**config.mk**
```make
export PLATFORM = sky130hd
export DESIGN_NAME = seq_divider
export DESIGN_NICKNAME = d
export VERILOG_FILES = /design/src/rtl/seq_divider.sv
export SDC_FILE = /design/constraint.sdc
export NUM_CORES = 1
export LEC_CHECK = 0
export BUFFER_PORTS_ARGS = -buffer_cell sky130_fd_sc_hd__buf_2
export CORE_MARGIN = 4
export CORE_UTILIZATION = 56
export DETAILED_ROUTE_END_ITERATION = 7
export PLACE_DENSITY = 0.86
export RECOVER_POWER = 25
export SYNTH_ARGS = -nofsm -noshare
export SYNTH_HDL_FRONTEND = slang
export SYNTH_SLANG_ARGS = --single-unit
```
**constraint.sdc**
```tcl
create_clock -name clk -period 3.2 [get_ports clk]
set_clock_uncertainty 0.1 [all_clocks]
set_input_delay 0.32 -clock clk [delete_from_list [all_inputs] [get_ports clk]]
set_output_delay 0.32 -clock clk [all_outputs]
set_load 0.1 [all_outputs]
```
**src/rtl/seq_divider.sv**
```systemverilog
// Iterative unsigned restoring divider: one trial subtraction per clock,
// WIDTH cycles per divide, start/busy/done handshake toward the control unit.
module seq_divider #(
   parameter int WIDTH = 8
) (
   input  logic             clk,
   input  logic             rst,
   input  logic             start,
   input  logic [WIDTH-1:0] dividend,
   input  logic [WIDTH-1:0] divisor,
   output logic             busy,
   output logic             done,
   output logic [WIDTH-1:0] quotient,
   output logic [WIDTH-1:0] remainder,
   output logic             div_by_zero
);

   // state | meaning
   // IDLE  | waiting for start
   // RUN   | iterating, one quotient bit per cycle, busy=1
   // DONE  | single cycle, done=1, start may be accepted back-to-back
   typedef enum logic [1:0] {IDLE, RUN, DONE} state_t;

   localparam int CW = $clog2(WIDTH);

   state_t           state;
   logic [CW-1:0]    cnt;
   logic [WIDTH-1:0] rem;
   logic [WIDTH-1:0] q_sr;
   logic [WIDTH-1:0] dvsr;

   logic [WIDTH:0]   shifted;
   logic [WIDTH:0]   trial;
   logic [WIDTH-1:0] rem_nxt;
   logic [WIDTH-1:0] q_nxt;

   // The partial remainder stays below the divisor, so WIDTH bits of storage
   // suffice; only the shifted value needs the extra bit for the trial.
   always_comb begin
      shifted = {rem, q_sr[WIDTH-1]};
      trial   = shifted - {1'b0, dvsr};
      rem_nxt = shifted[WIDTH-1:0];
      q_nxt   = {q_sr[WIDTH-2:0], 1'b0};
      if (!trial[WIDTH]) begin
         rem_nxt = trial[WIDTH-1:0];
         q_nxt   = {q_sr[WIDTH-2:0], 1'b1};
      end
   end

   always_ff @(posedge clk or posedge rst) begin
      if (rst) begin
         state       <= IDLE;
         cnt         <= '0;
         rem         <= '0;
         q_sr        <= '0;
         dvsr        <= '0;
         busy        <= 1'b0;
         done        <= 1'b0;
         quotient    <= '0;
         remainder   <= '0;
         div_by_zero <= 1'b0;
      end else begin
         case (state)
            IDLE, DONE: begin
               done <= 1'b0;
               if (start) begin
                  if (divisor != '0) begin
                     dvsr        <= divisor;
                     rem         <= '0;
                     q_sr        <= dividend;
                     cnt         <= CW'(WIDTH - 1);
                     div_by_zero <= 1'b0;
                     busy        <= 1'b1;
                     state       <= RUN;
                  end else begin
                     quotient    <= '1;
                     remainder   <= dividend;
                     div_by_zero <= 1'b1;
                     done        <= 1'b1;
                     state       <= DONE;
                  end
               end else begin
                  state <= IDLE;
               end
            end
            RUN: begin
               rem  <= rem_nxt;
               q_sr <= q_nxt;
               if (cnt == '0) begin
                  busy      <= 1'b0;
                  done      <= 1'b1;
                  quotient  <= q_nxt;
                  remainder <= rem_nxt;
                  state     <= DONE;
               end else begin
                  cnt <= cnt - 1'b1;
               end
            end
            default: state <= IDLE;
         endcase
      end
   end

endmodule

```
# == Word-level counts from Yosys, hierarchy flattened ==
# Cells that the tools add are included.
# op_classes
n_addsub,2
n_mux,32
n_eq_ne,7
reduce_logical,12
# op_table
cell,n
two-way mux 8 bit,11
one-hot mux 8 bit (2 select lines),4
AND reduction 4 bit,3
!= test 2 bit (second input constant),5
two-way mux 3 bit,3
subtractor 9 x 8 -> 9 bit,1
nonzero test 8 bit,1
two-way mux 1 bit,7
two-way mux 2 bit,3
one-hot mux 3 bit (2 select lines),1
AND reduction 3 bit,2
one-hot mux 1 bit (2 select lines),2
one-hot mux 2 bit (2 select lines),1
AND reduction 2 bit,2
zero test 3 bit,1
subtractor 3 x 1 -> 3 bit (second input constant),1
equality test 2 x 1 -> 1 bit (second input constant),1
equality test 2 bit (second input constant),1
zero test 2 bit,1
nonzero test 2 bit,1
OR reduction 2 bit,1
# word_totals
wordCells,63
out_inout_bits,19
register_bits,48
inputBits,19

# == Logic depth before layout (Yosys ltp) ==
# Gate-level depths: netlist of run 1.
# depth
depth_word,4
mapped_depth,10

# == Worst setup path after synthesis of run 1 ==
# Ideal clock, no wire load.
# synth_timing
kind,reg-to-reg
from,register q_sr[7]
to,register rem[0]
stages_incl_launch_ff,11
path_buffers,0
t_required_ns,3.017
path_slack_ns,0.743
arrival_time_ns,2.275
setup_ns,0.083
path_cell_list,dfrtp_1 -> inv_1 -> ha_1 -> inv_1 -> fa_1 -> a211oi_2 -> nor4_1 -> a41o_4 -> nor2_8 -> mux2_1 -> o21ai_0
# synth_between
elab_chain_len,3
# synth_rtl
element,line_no,rtl
from (decl),29,logic [WIDTH-1:0] q_sr;
from (signal assigned),70,q_sr <= dividend;
from (signal assigned),88,q_sr <= q_nxt;
subtractor 9 x 8 -> 9 bit,41,"trial = shifted - {1'b0, dvsr};"
two-way mux 8 bit *,44,if (!trial[WIDTH]) begin
one-hot mux 8 bit (2 select lines) *,63,case (state)
to (signal assigned),87,rem <= rem_nxt;
to (decl),28,logic [WIDTH-1:0] rem;
# Mark *: on every way between the ends. The rest lies on a longest branch, timed or not.
# A chain may end at the register's enable or synchronous reset.

# == Worst setup path in the final report of run 1 ==
# Ends and elaborated chain as after synthesis.

==> results of run 1 <==
[cells in the final DEF, fill, tap and decap left out, types with 7 or more instances in the layout]
cell      count
ha_1         10
dfrtp_1      48
a21oi_1      12
o21ai_0      29
buf_2        37
nand2b_1      7
nand2_1      44
nor2_1       17
mux2i_1      10
inv_1        16
[cells by family (layout without fill, tap and decap cells)]
group / Yosys count / count (layout) / synth area share
and+or+nand+nor: 89 / 89 / 0.171
buffers and inverters: 26 / 64 / 0.0401
AOI/OAI and AO/OA: 71 / 71 / 0.177
DFF: 48 / 48 / 0.488
muxes: 13 / 13 / 0.0543
xor gates and xnor gates: 3 / 3 / 0.0107
adders and majority gates: 11 / 11 / 0.0589
[through the flow]
stage	util	area, um2	setup slack, ns	instances
after global placement	0.655	2700	0.657	341
after detailed placement	0.655	2700	0.581	341
after floorplan	-	2460	0.743	261
after CTS	0.679	2790	0.501	349
after global routing	0.679	2790	0.330	349
final	0.679	2790	0.490	349
[sequential cells by signal, summed over array words and instances, names as in the netlist]
| signal | flops |
|---|---|
| q_sr | 8 |
| done | 1 |
| rem | 8 |
| div_by_zero | 1 |
| quotient | 8 |
| busy | 1 |
| dvsr | 8 |
| remainder | 8 |
| cnt | 3 |
| state | 2 |
[cell type report]
cell class | instances | area [um2] | area share
Clock buffer | 6 | 82.6 | 0.0296
Clock inverter | 2 | 15.0 | 0.00538
Inverter | 16 | 60.1 | 0.0215
Multi-Input combinational cell | 187 | 1160 | 0.417
Sequential cell | 48 | 1200 | 0.430
Tap cell | 50 | 62.6 | 0.0224
Timing Repair Buffer | 40 | 208 | 0.0744
[how the worst min path moves through the flow]
stage	start	endpoint	slack, ns
2_1_floorplan	divisor[1]	dvsr[1]	0.34
3_3_place_gp	busy	busy	0.36
3_5_place_dp	busy	busy	0.38
4_1_cts	divisor[6]	dvsr[6]	0.12
5_1_grt	divisor[1]	dvsr[1]	0.15
6_report	divisor[6]	dvsr[6]	0.12
[per-layer routing]
layer  part of all wire  global-route usage  vias to the layer above
li1                   -                   -                      973
met1               0.44               0.316                      975
met2               0.46               0.360                       89
met3              0.073              0.0446                       17
met4              0.027               0.101                        0
met5                  0                   0                        -
[worst max-delay path, stage by stage, from the launching register on]
cell and delay [ns]:
dfrtp_1 0.37, inv_1 0.09, ha_1 0.17, inv_1 0.05, fa_1 0.41, a211oi_2 0.29, nor4_1 0.11, a41o_4 0.29
nor2_8 0.21, mux2_1 0.37, o21ai_0 0.15
==> metrics.yaml, run 1 <==
die:
  fp-row-count: 23
  start_util: 0.599
  core_area_um2: 4120
  dieArea_um2: 5520
  io_pins: 38
  die_x_um: 74.3
  die_h_um: 74.3
critical_path:
  cp-start-kind: "register"
  startpoint: "q_sr[7]"
  crit_arrival_ns: 2.84
  crit_end: "rem[0]"
  crit_path_end_kind: "register"
  worstPathMaxFanout: 10
  worstReg2RegStart: "q_sr[7]"
  crit_type: "reg -> reg"
  critPathRequiredTime_ns: 3.33
  rrSetupSlack_ns: 0.49
  worstReg2RegEnd: "rem[0]"
  r2r_cells: 10
global_route:
  grt_max_degree: 49
  overflow: 0
  grt_pass1_wl_um: 9630
  antenna_found_initial: 0
  grt_pass1_vias: 2017
  grt_util_all_layers: 0.231
job:
  max-cap-violations: 1
clock_tree:
  cts_resized: 0
  post_cts_buffers: 0
  cts_tree: "done"
  cts.sinks: 48
  clk_path_buf_depth: 2
  clkLatencyLatePin_ns: 0.31
  path_clk_slew_ns: 0.08
  cts_root_buf: "clkbuf_8"
  htreeDepth: 2
  numCtsBuffers: 5
  cts_hold_buffers: 0
run_status:
  violations: "max-capacitance violations, max-slew violations"
  status: "finished with violations"
cells_and_area:
  fillerInstances: 326
  syn_to_final_growth_pct: 13.4
  drive_gt1_frac: 0.187
  antenna_cells: 0
  fin_nets: 328
synthesis:
  synth.area.top_cells: "dfrtp_1 49%, nand2_1 6.7%, o21ai_0 5.9%"
  yosysTopAreaCellShare: 0.488
  avgSynthCellArea_um2: 9.44
  synth_fp_nets: 291
  async_flop_share: 1.00
  synth_common_cells: "48 x dfrtp_1, 44 x nand2_1, 29 x o21ai_0, 17 x nor2_1, 16 x inv_1"
  synth_edf_count: 0
  yosysTopAreaCell: "dfrtp_1"
  synthCells: 261
  yosysMostFrequentCell: "dfrtp_1"
  syn_area_um2: 2460
  yosysUniqueCellTypes: 43
  ys_seq_area_frac: 0.488
  ys_ff_latch: 48
  yosysWarnings: 0
  ys.flop_type: "dfrtp_1"
detailed_routing:
  via_per_inst: 5.89
  drt_pass1_iterations: 5
  drc: 0
  ant_nets: 0
  wirelength_um: 5780
  drt_iter0_drc: 257
  dr_total_vias: 2054
  wl_per_cell_um: 16.6
timing:
  slew_headroom: -0.176
  finalMaxSlewViolations: 49
  fin_tns_setup_ns: 0
  period_needed_ns: 2.71
  setup_viol: 0
  max_freq_ghz: 0.369
  rsz0062_at_grt: "no"
  timing.final.crit_share: 0.847
  final_hold_viol_count: 0
  worst_hold_slack_ns: 0.118
  worst_pin_slew_ns: 1.76
place:
  dp_hpwl_um: 4090
  gp_congestion: 0.906
  io_buffers: 37
worst_hold_path:
  holdPathStages: 3
  min_path_type: "in -> reg"
Power of run 1 is left out: the tool's default activity adds up to more than one toggle a clock period on the data nets, which glitch-free logic cannot reach.
==> run 2: changes to the inputs <==
Clock period 3.2 ns to 2.8 ns, I/O delays scaled along.
==> run 2 against run 1 <==
  * The flow still finishes with violations (max-capacitance violations, max-slew violations)
  * Setup slack worse by 0.38 ns
  * Via count rose by 2.7%
  * Final area rose by 1.8%
  * Global-route usage fell by 0.26 points
  * Sequential share of layout area decreased by 0.78 points
  * Non-clock buffer count up 4
  * Hold slack got worse by 0.034 ns
==> metrics.yaml, run 2 (synthesized netlist as in run 1, its figures left out) <==
detailed_routing:
  wl_per_cell_um: 16.3
  dr_total_vias: 2110
  wl_met2_um: 2690
  via_per_inst: 5.96
  highest-signal-layer: "met4"
  m1WireLength_um: 2590
  drt_pass1_iterations: 4
  drc: 0
  wirelength_um: 5770
  wl_met3_um: 405
  ant_nets: 0
  drt_iter0_drc: 207
worst_hold_path:
  min_path_type: "in -> reg"
global_route:
  antenna_found_initial: 0
  grt_max_degree: 49
  grt_util_all_layers: 0.228
  grt_pass1_wl_um: 9740
  overflow: 0
  grt_pass1_vias: 2053
cells_and_area:
  fin_area_um2: 2840
  syn_to_final_growth_pct: 15.4
  layout.cells.non_filler: 354
  regArea_um2: 1200
  antenna_cells: 0
  multi_input_area_um2: 1170
  drive_gt1_frac: 0.197
  mostFrequentLayoutCells: "48 x dfrtp_1, 44 x nand2_1, 37 x buf_2"
  fillerInstances: 312
  fin_nets: 333
  final_common_cell: "dfrtp_1"
critical_path:
  crit_type: "reg -> reg"
  worstPathMaxFanout: 5
  critPathRequiredTime_ns: 2.87
  crit_path_end_kind: "register"
  crit_arrival_ns: 2.76
  rrSetupSlack_ns: 0.11
  cp-start-kind: "register"
job:
  max-cap-violations: 1
clock_tree:
  cts_tree: "done"
  cts.sinks: 48
  numCtsBuffers: 5
  cts_root_buf: "clkbuf_8"
  path_clk_slew_ns: 0.09
  cts_hold_buffers: 0
  htreeDepth: 2
  clk_path_buf_depth: 2
  clkLatencyLatePin_ns: 0.30
die:
  die_x_um: 74.3
  die_h_um: 74.3
  io_pins: 38
  dieArea_um2: 5520
  core_area_um2: 4120
  start_util: 0.599
  fp-row-count: 23
timing:
  period_needed_ns: 2.69
  max_freq_ghz: 0.372
  finalMaxSlewViolations: 49
  final_hold_viol_count: 0
  timing.final.crit_share: 0.960
  setup_viol: 0
  worst_pin_slew_ns: 1.76
  slew_headroom: -0.172
run_status:
  status: "finished with violations"
  violations: "max-capacitance violations, max-slew violations"
place:
  place_area_um2: 2700
  gp_congestion: 0.871
  placedCellCount: 342
  dp_hpwl_um: 4020
  io_buffers: 37
## run 2: cell count changes in the layout (fill, tap and decap cells not counted)
cell / previous run / this run
nor2_4: 0 / 1
bufinv_16: 0 / 1
clkbuf_1: 0 / 1
clkinv_2: 0 / 1
o21ai_1: 6 / 8
buf_4: 3 / 7
clkinvlp_4: 2 / 0
clkbuf_8: 6 / 5
o21ai_0: 29 / 27
## run 2: per-layer routing
metal / GRT usage / vias to the layer above
met5: 0 / -
met4: 0.0553 / 0
met3: 0.0378 / 11
met2: 0.365 / 94
met1: 0.328 / 1006
li1: - / 999
## run 2: area by class of cell
class / instances / area share
Sequential cell: 48 / 0.422
Multi-Input combinational cell: 188 / 0.413
Timing Repair Buffer: 44 / 0.0836
Clock buffer: 6 / 0.0255
Tap cell: 50 / 0.0220
Inverter: 16 / 0.0211
Clock inverter: 2 / 0.0123
## run 2: metrics by stage
stage	hold slack (ns)	setup TNS, ns	utilization	setup WS (ns)
CTS	0.0927	0	0.683	0.0192
global route	0.117	-0.0926	0.691	-0.0398
floorplan	0.297	0	-	0.343
global placement	0.356	0	0.657	0.260
detailed placement	0.368	0	0.657	0.154
finish	0.0846	0	0.691	0.111
## run 2: final timing paths
check / from / endpoint / cells past startpoint
worst max-delay path: q_sr[7] / rem[3] / 11
worst min-delay path: divisor[1] / dvsr[1] / 3
worst max register to register: q_sr[7] / rem[3] / 11
worst min register to register: busy / busy / 2
max in group asynchronous: rst / rem[3] / 2
min in group asynchronous: rst / cnt[0] / 2
## run 2: critical path, stage by stage, from the launching register on
cell and delay [ns]:
dfrtp_1 0.37, inv_1 0.10, ha_1 0.18, inv_1 0.06, fa_1 0.42, a211oi_2 0.30, nor4_1 0.10, a41o_4 0.29
nor2_8 0.15, buf_4 0.14, mux2i_1 0.27, o21ai_1 0.09
## run 2: repair_timing
item / CTS / global route
endpoints found under the setup margin: 0 / 5
buffers inserted: 0 / 3
resized for setup: 0 / 2
Power of run 2 is left out for the same reason.
